<file path="src/rtl/subtractor_serial_8.sv">
// Bit-serial subtractor D = A - B, LSB first, one full-subtractor cell plus a borrow flop.
// Latency: done pulses WIDTH cycles after the accepting start edge; one result per WIDTH+1 cycles.
// Backpressure: start is only accepted in IDLE or DONE; requests while busy are dropped, not queued.
module subtractor_serial_8 #(
  parameter int WIDTH = 8
) (
  input  logic             clk,
  input  logic             reset,
  input  logic             start,
  input  logic [WIDTH-1:0] A,
  input  logic [WIDTH-1:0] B,
  output logic [WIDTH:0]   D,
  output logic             busy,
  output logic             done
);

  localparam int CW = (WIDTH > 2) ? $clog2(WIDTH) : 1;

  typedef enum logic [1:0] {
    IDLE = 2'd0,
    RUN  = 2'd1,
    DONE = 2'd2
  } state_t;

  state_t           state_q, state_d;
  logic [CW-1:0]    cnt_q, cnt_d;
  logic [WIDTH-1:0] a_q, a_d;
  logic [WIDTH-1:0] b_q, b_d;
  logic [WIDTH-1:0] r_q, r_d;
  logic             borrow_q, borrow_d;
  logic [WIDTH:0]   d_q, d_d;
  logic             busy_q, done_q;

  // Single full-subtractor cell working on the current LSBs of the operand shifters.
  logic a_bit, b_bit, diff, borrow_nxt, last_bit;
  always_comb begin
    a_bit      = a_q[0];
    b_bit      = b_q[0];
    diff       = a_bit ^ b_bit ^ borrow_q;
    borrow_nxt = (~a_bit & b_bit) | (~(a_bit ^ b_bit) & borrow_q);
    last_bit   = (cnt_q == CW'(WIDTH - 1));
  end

  // Next-state and datapath control; start is honoured only outside RUN.
  always_comb begin
    state_d  = state_q;
    cnt_d    = cnt_q;
    a_d      = a_q;
    b_d      = b_q;
    r_d      = r_q;
    borrow_d = borrow_q;
    d_d      = d_q;
    unique case (state_q)
      IDLE, DONE: begin
        if (start) begin
          a_d      = A;
          b_d      = B;
          r_d      = '0;
          cnt_d    = '0;
          borrow_d = 1'b0;
          state_d  = RUN;
        end else begin
          state_d  = IDLE;
        end
      end
      RUN: begin
        // Diff enters at the MSB so after WIDTH shifts bit 0 sits at the LSB.
        r_d      = {diff, r_q[WIDTH-1:1]};
        a_d      = {1'b0, a_q[WIDTH-1:1]};
        b_d      = {1'b0, b_q[WIDTH-1:1]};
        borrow_d = borrow_nxt;
        cnt_d    = cnt_q + 1'b1;
        if (last_bit) begin
          d_d     = {borrow_nxt, diff, r_q[WIDTH-1:1]};
          state_d = DONE;
        end
      end
      default: state_d = IDLE;
    endcase
  end

  // State and datapath registers; busy/done are registered from the next state.
  always_ff @(posedge clk) begin
    if (reset) begin
      state_q  <= IDLE;
      cnt_q    <= '0;
      a_q      <= '0;
      b_q      <= '0;
      r_q      <= '0;
      borrow_q <= 1'b0;
      d_q      <= '0;
      busy_q   <= 1'b0;
      done_q   <= 1'b0;
    end else begin
      state_q  <= state_d;
      cnt_q    <= cnt_d;
      a_q      <= a_d;
      b_q      <= b_d;
      r_q      <= r_d;
      borrow_q <= borrow_d;
      d_q      <= d_d;
      busy_q   <= (state_d == RUN);
      done_q   <= (state_d == DONE);
    end
  end

  assign D    = d_q;
  assign busy = busy_q;
  assign done = done_q;

endmodule

</file>
<file path="config.mk">
export PLATFORM = sky130hd
export DESIGN_NAME = subtractor_serial_8
export DESIGN_NICKNAME = d
export VERILOG_FILES = /design/src/rtl/subtractor_serial_8.sv
export SDC_FILE = /design/constraint.sdc
export NUM_CORES = 1
export LEC_CHECK = 0
export ABC_AREA = 1
export CAP_MARGIN = 10
export CORE_MARGIN = 2
export CORE_UTILIZATION = 30
export DETAILED_ROUTE_END_ITERATION = 7
export PLACE_DENSITY = 0.52
export SETUP_SLACK_MARGIN = 0.05
export SYNTH_ARGS = -nofsm -noshare
export SYNTH_HDL_FRONTEND = slang
export SYNTH_SLANG_ARGS = --single-unit
</file>
<file path="constraint.sdc">
create_clock -name clk -period 1.3 [get_ports clk]
set_clock_uncertainty 0.2 [all_clocks]
set_input_delay 0.26 -clock clk [delete_from_list [all_inputs] [get_ports clk]]
set_output_delay 0.26 -clock clk [all_outputs]
set_load 0.02 [all_outputs]
</file>
==> reports/metrics.yaml, run 1 <==
synth:
  synth_edf_count: 0
  synth_ff_type: "dfxtp_1"
  yosysTopAreaCell: "dfxtp_1"
  ys_seq_elements: 40
  yosysMostFrequentCell: "nand2_1"
  synthTopCellsByCount: "57 x nand2_1, 49 x nand3_1, 40 x dfxtp_1"
  syn_area_per_cell_um2: 7.10
  ys_async_sr_fraction: 0
  ys_top_cells_by_area: "dfxtp_1 45%, nand3_1 14%, nand2_1 12%, inv_1 7.0%, nor2_1 5.9%"
  synth_top_area_share: 0.451
  syn_area_um2: 1780
  synth_warnings: 0
  mappedNetlistNets: 272
  synth.distinct_cells: 17
  syn_inst: 250
  ys_seq_area_frac: 0.451
cells_and_area:
  fin_cells: 384
  final.fill_count: 564
  final_nets: 330
  drive_gt1_frac: 0.353
  antenna_cells: 0
  area_growth_pct: 61.9
global_routing:
  grt_pass1_vias: 1511
  overflow: 0
  grt_use_total: 0.132
  grt_pass1_wl_mm: 6.67
  grt_max_degree: 28
  antenna_found_initial: 0
placement:
  port_buffers: 29
  gp_congestion: 0.709
  hpwl_mm: 2.63
  place_inst: 359
floorplanning:
  io_pins: 30
  start_util: 0.305
  dieArea_um2: 6550
  core_area_um2: 5820
  die_width_um: 80.9
  rows: 28
  dieHeight_um: 80.9
critical_path:
  reg2reg_slack_ns: -0.1
  arrival_ns: 1.43
  required_ns: 1.33
  reg2regPathDepth: 4
  criticalPathCategory: "reg2reg"
  path_max_fanout: 2
  cp-start-kind: "flip-flop"
  cp-end-kind: "flip-flop"
cts:
  clkTransAtPathRegs_ns: 0.08
  cts-buffers-inserted: 5
  cts_max_path_buffers: 2
  clock_sinks: 40
  insertion_delay_ns: 0.30
  cts_root_buffer: "clkbuf_8"
  cts_tree: "built"
  htreeDepth: 2
sta:
  max_slew.worst_pin.slew_ns: 0.204
  worst_slack_ns: -0.0985
  setup_viol: 13
  post-route-min-period_ns: 1.40
  fmax_ghz: 0.715
  hold_ws_ns: 0.219
  rsz0062_at_grt: "yes"
  finalMaxSlewViolations: 0
  tns_ns: -0.380
  slew_headroom: 0.864
  hold_violations: 0
  fin_crit_sh: 1.08
status:
  violations: "negative setup slack"
  status: "finished with violations"
routing:
  drt_iter0_markers: 67
  via_per_inst: 4.50
  drc: 0
  antenna_left: 0
  vias: 1727
  wl_per_cell_um: 12.8
  wl_mm: 4.92
  drt-pass1-iter-count: 4
job:
  drv_cap: 0
min_path:
  hp-class: "in2reg"
  hold_depth: 4
pwr:
  peakVddDrop_mv: 0.383
  p_per_area_nw_per_um2: 1040
  power.leakage_uw: 0.00134
## registers in the layout (all words and copies together), names as in the netlist
signal,flops
D,9
a_q,8
b_q,8
borrow_q,1
busy,1
cnt_q,3
done,1
r_q,7
state_q,2
## kinds of logic (layout without fill, tap and decap cells)
family	count (synthesis)	after routing	synth area share
flip-flops	40	40	0.451
buffers and inverters	50	108	0.134
AO/OA/AOI/OAI	18	18	0.0507
AND/OR/NAND/NOR	139	140	0.339
adder cells (fa/ha/maj)	3	3	0.0254
## final cells by class
class / instances / area [um2] / area share
Timing Repair Buffer: 63 / 762 / 0.265
Multi-Input combinational cell: 161 / 935 / 0.325
Inverter: 37 / 151 / 0.0527
Clock buffer: 5 / 68.8 / 0.0239
Tap cell: 75 / 93.8 / 0.0326
Clock inverter: 3 / 42.5 / 0.0148
Sequential cell: 40 / 822 / 0.286
## worst paths after layout
path | end | startpoint
worst max-delay path | r_q[7] | borrow_q
worst min-delay path | D[8] | reset
worst max register to register | r_q[7] | borrow_q
worst min register to register | D[2] | r_q[3]
## through the flow
step / power [uW] / util / worst slack (ns) / area [um2]
global placement: 1770 / 0.388 / -0.218 / 2250
finish: 2980 / 0.494 / -0.0985 / 2880
global route: 3100 / 0.494 / -0.130 / 2880
floorplan: 1620 / - / 0.0401 / 1780
detailed placement: 1770 / 0.388 / -0.235 / 2250
CTS: 2820 / 0.414 / -0.0838 / 2410
## placed cells by master (no fill, tap or decap), types with 2 or more instances in the layout
cell             count
nand3_1             35
nor2_1              27
clkbuf_16            5
nand2_2              9
ha_4                 2
clkbuf_8             5
inv_2                3
nand2_4              2
inv_1               31
nand3_2             13
nor2_4               2
nand2_1             48
buf_12               8
clkdlybuf4s50_1     16
a21oi_1             14
buf_6               15
buf_4               15
nand2_8              2
dlymetal6s2s_1       2
buf_2                2
inv_6                2
dfxtp_2             14
dfxtp_1             25
## repair_timing
action | in CTS | in global routing
cloned | 0 | 9
buffers inserted | 1 | 7
gates resized for setup | 68 | 68
pin swaps | 3 | 27
setup endpoints to repair | 45 | 46
hold buffers | 0 | 0
## critical path, cell delays in order (launching register included)
cell and delay, ns:
dfxtp_2 0.34, inv_2 0.04, fa_2 0.60, nand2_2 0.06, a21oi_2 0.11
## report_power, final
part           leakage (uW)  switching [uW]  total [uW]  internal, uW
combinational      0.000952             305         628           323
clock             0.0000541             464        1030           568
sequential         0.000334            30.1        1320          1290
total               0.00134             799        2980          2180
## routing by layer
layer / global-route usage / vias up / wire, um
li1: - / 894 / -
met1: 0.170 / 794 / 2320
met2: 0.199 / 33 / 2340
met3: 0.0400 / 6 / 185
met4: 0.0627 / 0 / 82
met5: 0 / - / 0
Power figures use the tool's default switching activity.
==> run 2, diff against run 1 <==
MAX_ROUTING_LAYER = met4   (was unset)
==> run 2 against run 1 <==
The run still ends with negative setup slack left. Core utilization is the same. Fmax grew 0.12%. Non-clock buffer count is the same. Highest routed layer unchanged.
==> reports/metrics.yaml, run 2 (synthesis results as in run 1) <==
routing:
  vias: 1717  # -0.58%
  drt_iter0_markers: 63  # -6.0%
  via_per_inst: 4.47  # -0.58%
  wl_mm: 4.89  # -0.61%
  antenna_left: 0  # unchanged
  drt-pass1-iter-count: 4  # unchanged
  drc: 0  # unchanged
  wl_per_cell_um: 12.7  # -0.61%
job:
  drv_cap: 0  # unchanged
sta:
  max_slew.worst_pin.slew_ns: 0.204  # unchanged
  post-route-min-period_ns: 1.40  # -0.00170 ns
  finalMaxSlewViolations: 0  # unchanged
  fmax_ghz: 0.716  # +0.12%
  setup_viol: 13  # unchanged
  worst_slack_ns: -0.0968  # +0.00170 ns
  rsz0062_at_grt: "yes"
  hold_violations: 0  # unchanged
  slew_headroom: 0.864  # unchanged
  fin_crit_sh: 1.07  # -0.00131
critical_path:
  arrival_ns: 1.43  # about the same
  cp-end-kind: "flip-flop"
  criticalPathCategory: "reg2reg"
  required_ns: 1.33  # about the same
  path_max_fanout: 2  # unchanged
  reg2reg_slack_ns: -0.1  # about the same
  cp-start-kind: "flip-flop"
pwr:
  power.total_uw: 2980  # about the same
  peakVddDrop_mv: 0.383  # -0.10%
  p_per_area_nw_per_um2: 1040  # about the same
  power.leakage_uw: 0.00134  # unchanged
cells_and_area:
  final.fill_count: 564  # unchanged
  final_nets: 330  # unchanged
  layout_common_cells: "48 x nand2_1, 35 x nand3_1, 31 x inv_1"
  largest_reg_flops: 9  # unchanged
  drive_gt1_frac: 0.353  # unchanged
  area_growth_pct: 61.9  # unchanged
  antenna_cells: 0  # unchanged
  mostFrequentLayoutCell: "nand2_1"
status:
  violations: "negative setup slack"
  status: "finished with violations"
cts:
  htreeDepth: 2  # unchanged
  clock_sinks: 40  # unchanged
  clkTransAtPathRegs_ns: 0.08  # about the same
  insertion_delay_ns: 0.30  # about the same
  cts_max_path_buffers: 2  # unchanged
  cts-buffers-inserted: 5  # unchanged
  cts_root_buffer: "clkbuf_8"
  hold_buffers: 0  # unchanged
  cts_tree: "built"
placement:
  hpwl_mm: 2.63  # unchanged
  gp_congestion: 0.717  # +1.1%
  place_ws_ns: -0.235  # unchanged
  port_buffers: 29  # unchanged
floorplanning:
  rows: 28  # unchanged
  core_area_um2: 5820  # unchanged
  io_pins: 30  # unchanged
  dieHeight_um: 80.9  # unchanged
  die_width_um: 80.9  # unchanged
  start_util: 0.305  # unchanged
  dieArea_um2: 6550  # unchanged
global_routing:
  overflow: 0  # unchanged
  grt_pass1_wl_mm: 6.67  # +0.11%
  antenna_found_initial: 0  # unchanged
  grt_max_degree: 28  # unchanged
  grt_pass1_vias: 1511  # unchanged
  grt_use_total: 0.135  # +0.00379
min_path:
  hp-class: "in2reg"
[run 2: routing by layer]
metal	GRT usage	vias up	wire length [um]
met1	0.170	784	2280
met5	-	-	0
met4	0.0627	0	70
met3	0.0400	4	197
met2	0.199	33	2340
li1	-	896	-
[run 2: per-stage QoR]
step / cell area (um2) / utilization / hold WS, ns / std cells / setup TNS (ns)
final: 2880 / 0.494 / 0.225 / 384 / -0.380
after detailed placement: 2250 / 0.388 / 0.260 / 359 / -7.97
after CTS: 2410 / 0.414 / 0.268 / 368 / -0.0844
after global placement: 2250 / 0.388 / 0.262 / 359 / -7.79
after global routing: 2880 / 0.494 / 0.253 / 384 / -1.39
after floorplan: 1780 / - / 0.129 / 250 / 0
[run 2: path summary, 6_finish.rpt]
check	start	to	cells after the start
worst max-delay path	borrow_q	r_q[7]	4
worst min-delay path	reset	D[8]	4
worst max register to register	borrow_q	r_q[7]	4
worst min register to register	r_q[2]	D[1]	2
[run 2: what timing repair did]
item / in CTS / in global routing
cloned: 0 / 9
setup buffers: 1 / 7
gates resized for setup: 68 / 68
pin swaps: 3 / 27
endpoints found under the hold margin: 0 / 0
endpoints found under the setup margin: 45 / 46
[run 2: power breakdown]
part	switching, uW	internal, uW
sequential	30.1	1290
combinational	304	323
clock	464	568
total	798	2180
[run 2: cell type report]
cell class,count,area [um2],share of cell area
clock buffers,5,68.8,0.0239
clock inverters,3,42.5,0.0148
inverters,37,151,0.0527
multi-input cells,161,935,0.325
flip-flops and latches,40,822,0.286
well taps,75,93.8,0.0326
repair buffers,63,762,0.265
[run 2: worst max-delay path: stages (launching register included)]
cell     delay [ns]
dfxtp_2        0.34
inv_2          0.04
fa_2           0.60
nand2_2        0.06
a21oi_2        0.11
==> run 3, diff against run 2 <==
MAX_ROUTING_LAYER = unset   (was met4)
SKIP_LAST_GASP = 1   (was unset)
==> run 3 against run 2 <==
Non-clock buffer count is 3 lower. Largest power group unchanged. Clock power hardly changed. First-iteration DRC count is 6.3% higher. Power is 1.5% lower. Sequential share of layout area is 1.0 points higher. Fmax hardly changed. Critical endpoint unchanged. Count of clock-buffer cells in the layout stayed put. Sequential power hardly changed. The run still ends with negative setup slack left. Flip-flop and latch count stayed put. Cell count is 0.78% lower.
==> reports/metrics.yaml, run 3 (synthesis results as in run 1) <==
status:
  status: "finished with violations"
  violations: "negative setup slack"
routing:
  via_per_inst: 4.43  # -0.91%
  drc: 0  # unchanged
  wl_per_cell_um: 12.0  # -5.9%
  drt_iter0_markers: 67  # +6.3%
  antenna_left: 0  # unchanged
  met3WireLength_um: 185  # -6.1%
  wl_mm: 4.57  # -6.7%
  wl_met2_mm: 2.06  # -12%
  vias: 1688  # -1.7%
  drt-pass1-iter-count: 4  # unchanged
  m1WireLength_mm: 2.25  # -1.2%
  top_layer: "met4"
floorplanning:
  start_util: 0.305  # unchanged
  dieHeight_um: 80.9  # unchanged
  dieArea_um2: 6550  # unchanged
  rows: 28  # unchanged
  io_pins: 30  # unchanged
  core_area_um2: 5820  # unchanged
  die_width_um: 80.9  # unchanged
placement:
  port_buffers: 29  # unchanged
  gp_congestion: 0.709  # -1.1%
  hpwl_mm: 2.63  # unchanged
  place_area_um2: 2250  # unchanged
pwr:
  switching_share: 0.263  # -0.00536
  p_clk_frac: 0.349  # +0.002
  p_comb_frac: 0.202  # -0.009
  peakVddDrop_mv: 0.349  # -8.7%
  power.internal_uw: 2160  # -0.77%
  power_switching_uw: 770  # -3.5%
  p_per_area_nw_per_um2: 1060  # +2.2%
  power.leakage_uw: 0.00131  # -2.5%
  p_seq_frac: 0.449  # +0.006
cts:
  htreeDepth: 2  # unchanged
  clkTransAtPathRegs_ns: 0.08  # about the same
  insertion_delay_ns: 0.30  # about the same
  cts_tree: "built"
  cts_root_buffer: "clkbuf_8"
  clock_sinks: 40  # unchanged
  cts_max_path_buffers: 2  # unchanged
  cts-buffers-inserted: 5  # unchanged
  hold_buffers: 0  # unchanged
sta:
  rsz0062_at_grt: "yes"
  fin_crit_sh: 1.07  # about the same
  slew_headroom: 0.864  # about the same
  tns_ns: -0.282  # +0.0986 ns
  hold_ws_ns: 0.224  # -0.000637 ns
  finalMaxSlewViolations: 0  # unchanged
  fmax_ghz: 0.716  # about the same
  hold_violations: 0  # unchanged
  post-route-min-period_ns: 1.40  # -0.000495 ns
  max_slew.worst_pin.slew_ns: 0.204  # +0.0000378 ns
  setup_viol: 10  # -3
  worst_slack_ns: -0.0963  # +0.000495 ns
critical_path:
  criticalPathCategory: "reg2reg"
  arrival_ns: 1.43  # about the same
  crit_family: "adder cells"
  required_ns: 1.33  # about the same
  path_max_fanout: 2  # unchanged
  path_cells: "inv_2 > fa_2 > nand2_2 > a21oi_2"
  crit_path_top_delay_cell: "fa_2"
  cp-start-kind: "flip-flop"
  cp-end-kind: "flip-flop"
  slowest_delay_ns: 0.60  # about the same
  cp_num_buf_inv: 1  # unchanged
cells_and_area:
  stdcell_area_um2: 2770  # -3.6%
  area_growth_pct: 56.2
  largest_reg_flops: 9  # unchanged
  final_util: 0.477  # -0.0176
  antenna_cells: 0  # unchanged
  final_nets: 327  # -0.91%
  layout_common_cells: "49 x nand2_1, 43 x nand3_1, 31 x inv_1"
  mostFrequentLayoutCell: "nand2_1"
  drive_gt1_frac: 0.310  # -0.0423
global_routing:
  grt_use_total: 0.132  # -0.00379
  grt_max_degree: 28  # unchanged
  grt_pass1_vias: 1511  # unchanged
  overflow: 0  # unchanged
  antenna_found_initial: 0  # unchanged
  grt_pass1_wl_mm: 6.67  # -0.10%
min_path:
  hp-class: "in2reg"
job:
  drv_cap: 0  # unchanged
==> run 3: changes by cell type in the layout (fill, tap and decap cells not counted), sizes merged <==
cell    change
clkbuf      -1
buf         -2
==> run 3: layout make-up <==
class	count	area [um2]
inverters	37	151
multi-input cells	161	883
clock buffers	5	68.8
flip-flops and latches	40	821
fillers	585	3040
well taps	75	93.8
clock inverters	3	42.5
repair buffers	60	712
==> run 3: path summary, 6_finish.rpt <==
path | to | start | cells past startpoint | slack (ns)
max | r_q[7] | borrow_q | 4 | -0.1
min | state_q[1] | reset | 4 | 0.22
max reg2reg | r_q[7] | borrow_q | 4 | -0.1
min reg2reg | D[3] | r_q[4] | 2 | 0.26
==> run 3: power by group through the flow <==
stage                     registers, uW  clock network [uW]  logic [uW]
final                              1320                1020         592
after global routing               1320                1080         659
after CTS                          1320                1050         451
after detailed placement           1340                   0         430
after global placement             1340                   0         431
after floorplan                    1340                   0         282
==> run 3: worst min-delay path, delay by kind of cell <==
family | cells | cell delay, ns
buffers and inverters | 3 | 0.30
and+or+nand+nor | 1 | 0.12
==> run 3: per-stage QoR <==
step	instances	setup slack, ns	power [uW]
2_1_floorplan	250	0.0401	1620
6_report	381	-0.0963	2930
3_5_place_dp	359	-0.235	1770
5_1_grt	381	-0.130	3070
4_1_cts	368	-0.101	2820
3_3_place_gp	359	-0.218	1770
==> run 3: routing by layer <==
metal,vias up,GRT usage
li1,891,-
met1,759,0.170
met2,34,0.199
met3,4,0.0400
met4,0,0.0627
met5,-,0
==> run 3: timing repair <==
action	in CTS	in global routing
endpoints found under the setup margin	45	46
pin swaps	3	11
cloned	0	8
gates resized for setup	67	54
setup buffers	1	5
==> edit 1 (flow settings as in run 3) <==
Add an input register stage for `start`, `A` and `B`, without a reset; this delays them by one clock. Comments in the files are not updated.
--- a/src/rtl/subtractor_serial_8.sv
+++ b/src/rtl/subtractor_serial_8.sv
@@ -21,6 +21,16 @@
     RUN  = 2'd1,
     DONE = 2'd2
   } state_t;
+
+  logic start_q;
+  logic [WIDTH-1:0] A_q;
+  logic [WIDTH-1:0] B_q;
+
+  always_ff @(posedge clk) begin
+    start_q <= start;
+    A_q     <= A;
+    B_q     <= B;
+  end
 
   state_t           state_q, state_d;
   logic [CW-1:0]    cnt_q, cnt_d;
@@ -52,9 +62,9 @@
     d_d      = d_q;
     unique case (state_q)
       IDLE, DONE: begin
-        if (start) begin
-          a_d      = A;
-          b_d      = B;
+        if (start_q) begin
+          a_d      = A_q;
+          b_d      = B_q;
           r_d      = '0;
           cnt_d    = '0;
           borrow_d = 1'b0;
Behaviour: not the same (a bounded check fails within 4 cycles, from zero or initial values and one cycle with reset high).
==> edit 1 against run 3 <==
Routed wire length decreased by 3.0%. Sequential share of layout area rose by 7.4 points. Total power rose by 39%. Area after synthesis increased by 19%. Worst setup slack better by 0.038 ns. Synthesized cell count is 6.8% higher. Final area up 14%. Count of clock-buffer cells in the layout grew 9. Sequential cell count rose by 17. The flow still finishes with violations (setup timing).
==> edit 1: results (changes against run 3) <==
Power and ir drop:
- The peak ir drop on the vdd network was 0.480 mV (was 0.349 mV).
- The leakage component of the power was 1.46 nW (was 1.31 nW).

STA:
- The final count of negative-setup-slack endpoints was 4 (was 10).
- The final worst setup slack is -0.0586 ns (was -0.0963 ns).
- The measured slew at the worst slew-check pin is 0.255 ns (was 0.204 ns).

Clocking:
- The number of buffers created by CTS is 9 (was 5).
- The clock transition time at the flip-flop clock pins of the worst setup and hold paths came to 0.06 ns (was 0.08 ns).
- The level count of the clock H-tree is 3 (was 2).
- The clock latency on the worst-skew pair was 0.33 ns (was 0.30 ns).

Layout:
- The fraction of layout instances using a drive strength above 1 came to 33.4% (was 31.0%).
- The post-layout net count came to 346 (was 327).
- The filler cell count is 652 (was 585).
- The area added between synthesis and finish is 49.9% (was 56.2%).

Placement:
- The routability congestion estimate is 0.736 (was 0.709).
- The total placed instance area came to 2630 µm² (was 2250 µm²).
- The placed wire-length estimate is 2740 µm (was 2630 µm).

Global route:
- The global-route wire length before repair is 7230 µm (was 6670 µm).
- The via count of the first global-routing pass was 1559 (was 1511).
- The maximum number of pins on one net before global-route repair is 17 (was 28).

Yosys:
- Most frequent cells after synthesis: dfxtp_1, nand2_1, nand3_1 (was nand2_1, nand3_1, dfxtp_1).
- The adder-cell share of the synthesized area came to 2.14% (was 2.54%).
- The share of the yosys chip area belonging to registers came to 54.1% (was 45.1%).
- Top cells by area in the synthesized netlist: dfxtp_1, nand3_1, nand2_1, inv_1, nor2_1 (unchanged).
- The fraction of the mapped netlist area in compound gates came to 4.27% (was 5.07%).
- The post-synth net total is 289 (was 272).

Run status:
- Outcome: finished, violations left (unchanged).
- Violated checks: setup timing (unchanged).

Detailed routing:
- The count of routing violations after the opening detailed-route iteration is 73 (was 67).
- The vias per cell is 4.15 (was 4.43).
[edit 1: cell types whose count changed after synthesis]
cell / delta
buf_2: +1
buf_6: -1
dfxtp_1: +17
[edit 1: metrics by stage]
step / cells / TNS (ns)
floorplan: 267 / 0
global placement: 403 / -5.48
detailed placement: 403 / -5.53
CTS: 422 / -0.102
global route: 425 / -0.666
finish: 425 / -0.0982
[edit 1: what timing repair did]
action                     CTS  global route
gates cloned                 0             2
setup buffers                3             1
setup endpoints to repair   42            51
pin swaps                    5            14
resized for setup           99            48
[edit 1: power breakdown]
| part | switching [mW] | internal [mW] | total, mW |
|---|---|---|---|
| sequential | 0.0359 | 1.84 | 1.87 |
| combinational | 0.256 | 0.249 | 0.505 |
| clock | 0.661 | 1.04 | 1.70 |
[edit 1: cell families after synthesis]
logic type                 count (synthesis)
and+or+nand+nor                          139
DFF                                       57
buffers and inverters                     50
AOI/OAI and AO/OA                         18
adders and majority gates                  3
[edit 1: cell type report]
class	count	area share, %
Multi-Input combinational cell	160	28.1
Clock buffer	14	5.46
Inverter	37	4.79
Clock inverter	2	1.11
Tap cell	96	3.80
Timing Repair Buffer	59	19.8
Sequential cell	57	37.0
[edit 1: layer usage]
| layer | routed length, µm | vias to the layer above | track usage [%] |
|---|---|---|---|
| met5 | 0 | - | 0 |
| met4 | 80 | 0 | 7.55 |
| met3 | 181 | 6 | 3.96 |
| met2 | 2010 | 32 | 18.5 |
| met1 | 2160 | 781 | 15.9 |
| li1 | - | 944 | - |
[edit 1: final timing paths]
| path | startpoint | to | slack, ns | depth (start not counted) |
|---|---|---|---|---|
| worst max-delay path | a_q[0]$_SDFFE_PP0P_ | r_q[7]$_SDFFE_PP0P_ | -0.06 | 3 |
| worst min-delay path | B[4] | B_q[4]$_DFF_P_ | 0.17 | 1 |
| worst max register to register | a_q[0]$_SDFFE_PP0P_ | r_q[7]$_SDFFE_PP0P_ | -0.06 | 3 |
| worst min register to register | B_q[7]$_DFF_P_ | b_q[7]$_SDFFE_PP0P_ | 0.25 | 2 |
[edit 1: worst max-delay path: cells and delay by family (launching register included)]
kind | cells | cell delay [ns]
AND/OR/NAND/NOR | 1 | 0.06
AO/OA/AOI/OAI | 1 | 0.10
flip-flops | 1 | 0.34
adder cells (fa/ha/maj) | 1 | 0.60
==> edit 2 (flow settings as in run 3) <==
Made on the original files. The parameter `WIDTH` goes from 8 to 4.
--- a/src/rtl/subtractor_serial_8.sv
+++ b/src/rtl/subtractor_serial_8.sv
@@ -2,7 +2,7 @@
 // Latency: done pulses WIDTH cycles after the accepting start edge; one result per WIDTH+1 cycles.
 // Backpressure: start is only accepted in IDLE or DONE; requests while busy are dropped, not queued.
 module subtractor_serial_8 #(
-  parameter int WIDTH = 8
+  parameter int WIDTH = 4
 ) (
   input  logic             clk,
   input  logic             reset,
Interface: changed (resized A, B and D); port bits go from 30 to 18. No check against the original RTL was run, so the function may have changed too.
==> edit 2 against run 3 <==
The flow still finishes with violations (setup timing). Area after synthesis shrank 44%. Total power shrank 52%. Sequential cell count shrank 17. Clock power shrank 68%. Combinational power shrank 46%. Final area shrank 45%. Routed wire length shrank 53%. Worst setup slack gained 0.036 ns. Hold slack gained 0.020 ns. Critical endpoint is now r_q[3]$_SDFFE_PP0P_.
==> edit 2: results (changes against run 3) <==
STA:
- The final cycle utilization of the critical path is 105% (was 107%).
- The final worst setup slack is -0.0600 ns (was -0.0963 ns).
- The final hold slack is 0.245 ns (was 0.224 ns).
- The final count of negative-setup-slack endpoints is 1 (was 10).
- The final total negative setup slack is -0.0600 ns (was -0.282 ns).

Placement:
- The placed wire-length estimate is 1530 µm (was 2630 µm).
- The routability congestion estimate is 0.750 (was 0.709).
- The post-placement worst setup slack is -0.212 ns (was -0.235 ns).
- The cell count after placement came to 204 (was 359).
- The total placed instance area was 1310 µm² (was 2250 µm²).
- The count of port buffers added during placement came to 17 (was 29).

Layout:
- The utilization after layout is 48.8% (was 47.7%).
- The portion of the layout cell area used by non-clock buffers is 25.8% (was 25.7%).
- The post-layout instance count excluding filler cells is 212 (was 381).
- The layout buffer count excluding clock buffers came to 36 (was 60).
- The fraction of layout instances using a drive strength above 1 is 37.5% (was 31.0%).
- The number of flip-flops under the largest register name is 5 (was 9).
- The layout multi-input combinational cell count is 84 (was 161).
- The number of ordinary inverters in the final layout was 21 (was 37).
- The footprint of the flip-flops and latches is 479 µm² (was 821 µm²).
- The multi-input combinational area share was 31.6% (was 31.9%).
- The number of clock buffers in the layout came to 4 (was 5).
- The post-layout net count is 182 (was 327).
- The filler cell count was 330 (was 585).

Global route:
- The via count of the first global-routing pass is 865 (was 1511).
- The overall routing resource usage is 12.6% (was 13.2%).
- The global-route wire length before repair came to 3550 µm (was 6670 µm).

Worst setup path:
- The data arrival time of the worst path is 1.40 ns (was 1.43 ns).
- The delay contributed by the slowest stage of the critical path is 0.53 ns (was 0.60 ns).

Run status:
- Violated checks: setup timing (unchanged).
- Outcome: finished, violations left (unchanged).

Min path:
- The class of the most critical hold timing path is flip-flop to flip-flop (was primary input to flip-flop).
- The terminating pin of the worst hold path was cnt_q[0]$_SDFFE_PP0P_ (was state_q[1]$_SDFF_PP0_).

Detailed routing:
- The vias per cell is 4.45 (was 4.43).

Clocking:
- The level count of the clock H-tree is 1 (was 2).
- The clock transition time at the flip-flop clock pins of the worst setup and hold paths is 0.12 ns (was 0.08 ns).
- The clock tree root driver cell was clkbuf_4 (was clkbuf_8).
- The number of buffers created by CTS came to 3 (was 5).

Power and ir drop:
- The leakage component of the power is 0.698 nW (was 1.31 nW).
- The combinational power is 320 µW (was 592 µW).
- The switching part of the total power is 26.8% (was 26.3%).
- The power dissipated in the clock network was 323 µW (was 1.02 mW).

Yosys:
- The post-synth net total is 147 (was 272).
- The post-synthesis cell count is 134 (was 250).
[edit 2: changes by cell type after synthesis, sizes merged, moves of 6 or more]
cell | before | now
nor2 | 29 | 13
nand3 | 49 | 24
inv | 37 | 21
nand2 | 60 | 31
dfxtp | 40 | 23
buf | 12 | 6
[edit 2: timing repair]
item,4_1_cts,5_1_grt
gates resized for setup,49,30
pin swaps,0,9
setup endpoints to repair,21,28
hold endpoints to repair,0,0
gates cloned,0,2
hold buffers,0,0
buffers inserted,2,0
[edit 2: kinds of logic after synthesis]
logic type | count (synthesis) | share of synthesized area (%)
DFF | 23 | 46.0
AOI/OAI and AO/OA | 13 | 6.50
buffers and inverters | 27 | 13.2
adders and majority gates | 2 | 3.25
and+or+nand+nor | 69 | 31.0
[edit 2: routing by layer]
metal / share of wire (%) / vias up / global-route usage, % / wire, µm
met5: 0 / - / 0 / 0
met4: 0.97 / 0 / 4.56 / 21
met3: 3.2 / 2 / 3.73 / 69
met2: 48 / 14 / 20.9 / 1040
met1: 48 / 434 / 15.6 / 1030
li1: - / 494 / - / -
[edit 2: worst max path at each step]
| stage | slack (ns) | cells past startpoint | start | to |
|---|---|---|---|---|
| final | -0.06 | 4 | borrow_q$_SDFFE_PP0P_ | r_q[3]$_SDFFE_PP0P_ |
| after global routing | -0.10 | 4 | borrow_q$_SDFFE_PP0P_ | r_q[3]$_SDFFE_PP0P_ |
| after CTS | -0.06 | 4 | borrow_q$_SDFFE_PP0P_ | r_q[3]$_SDFFE_PP0P_ |
| after detailed placement | -0.21 | 6 | reset | D[3]$_SDFFE_PP0P_ |
| after global placement | -0.20 | 6 | reset | D[1]$_SDFFE_PP0P_ |
| after floorplan | 0.04 | 4 | borrow_q$_SDFFE_PP0P_ | r_q[3]$_SDFFE_PP0P_ |
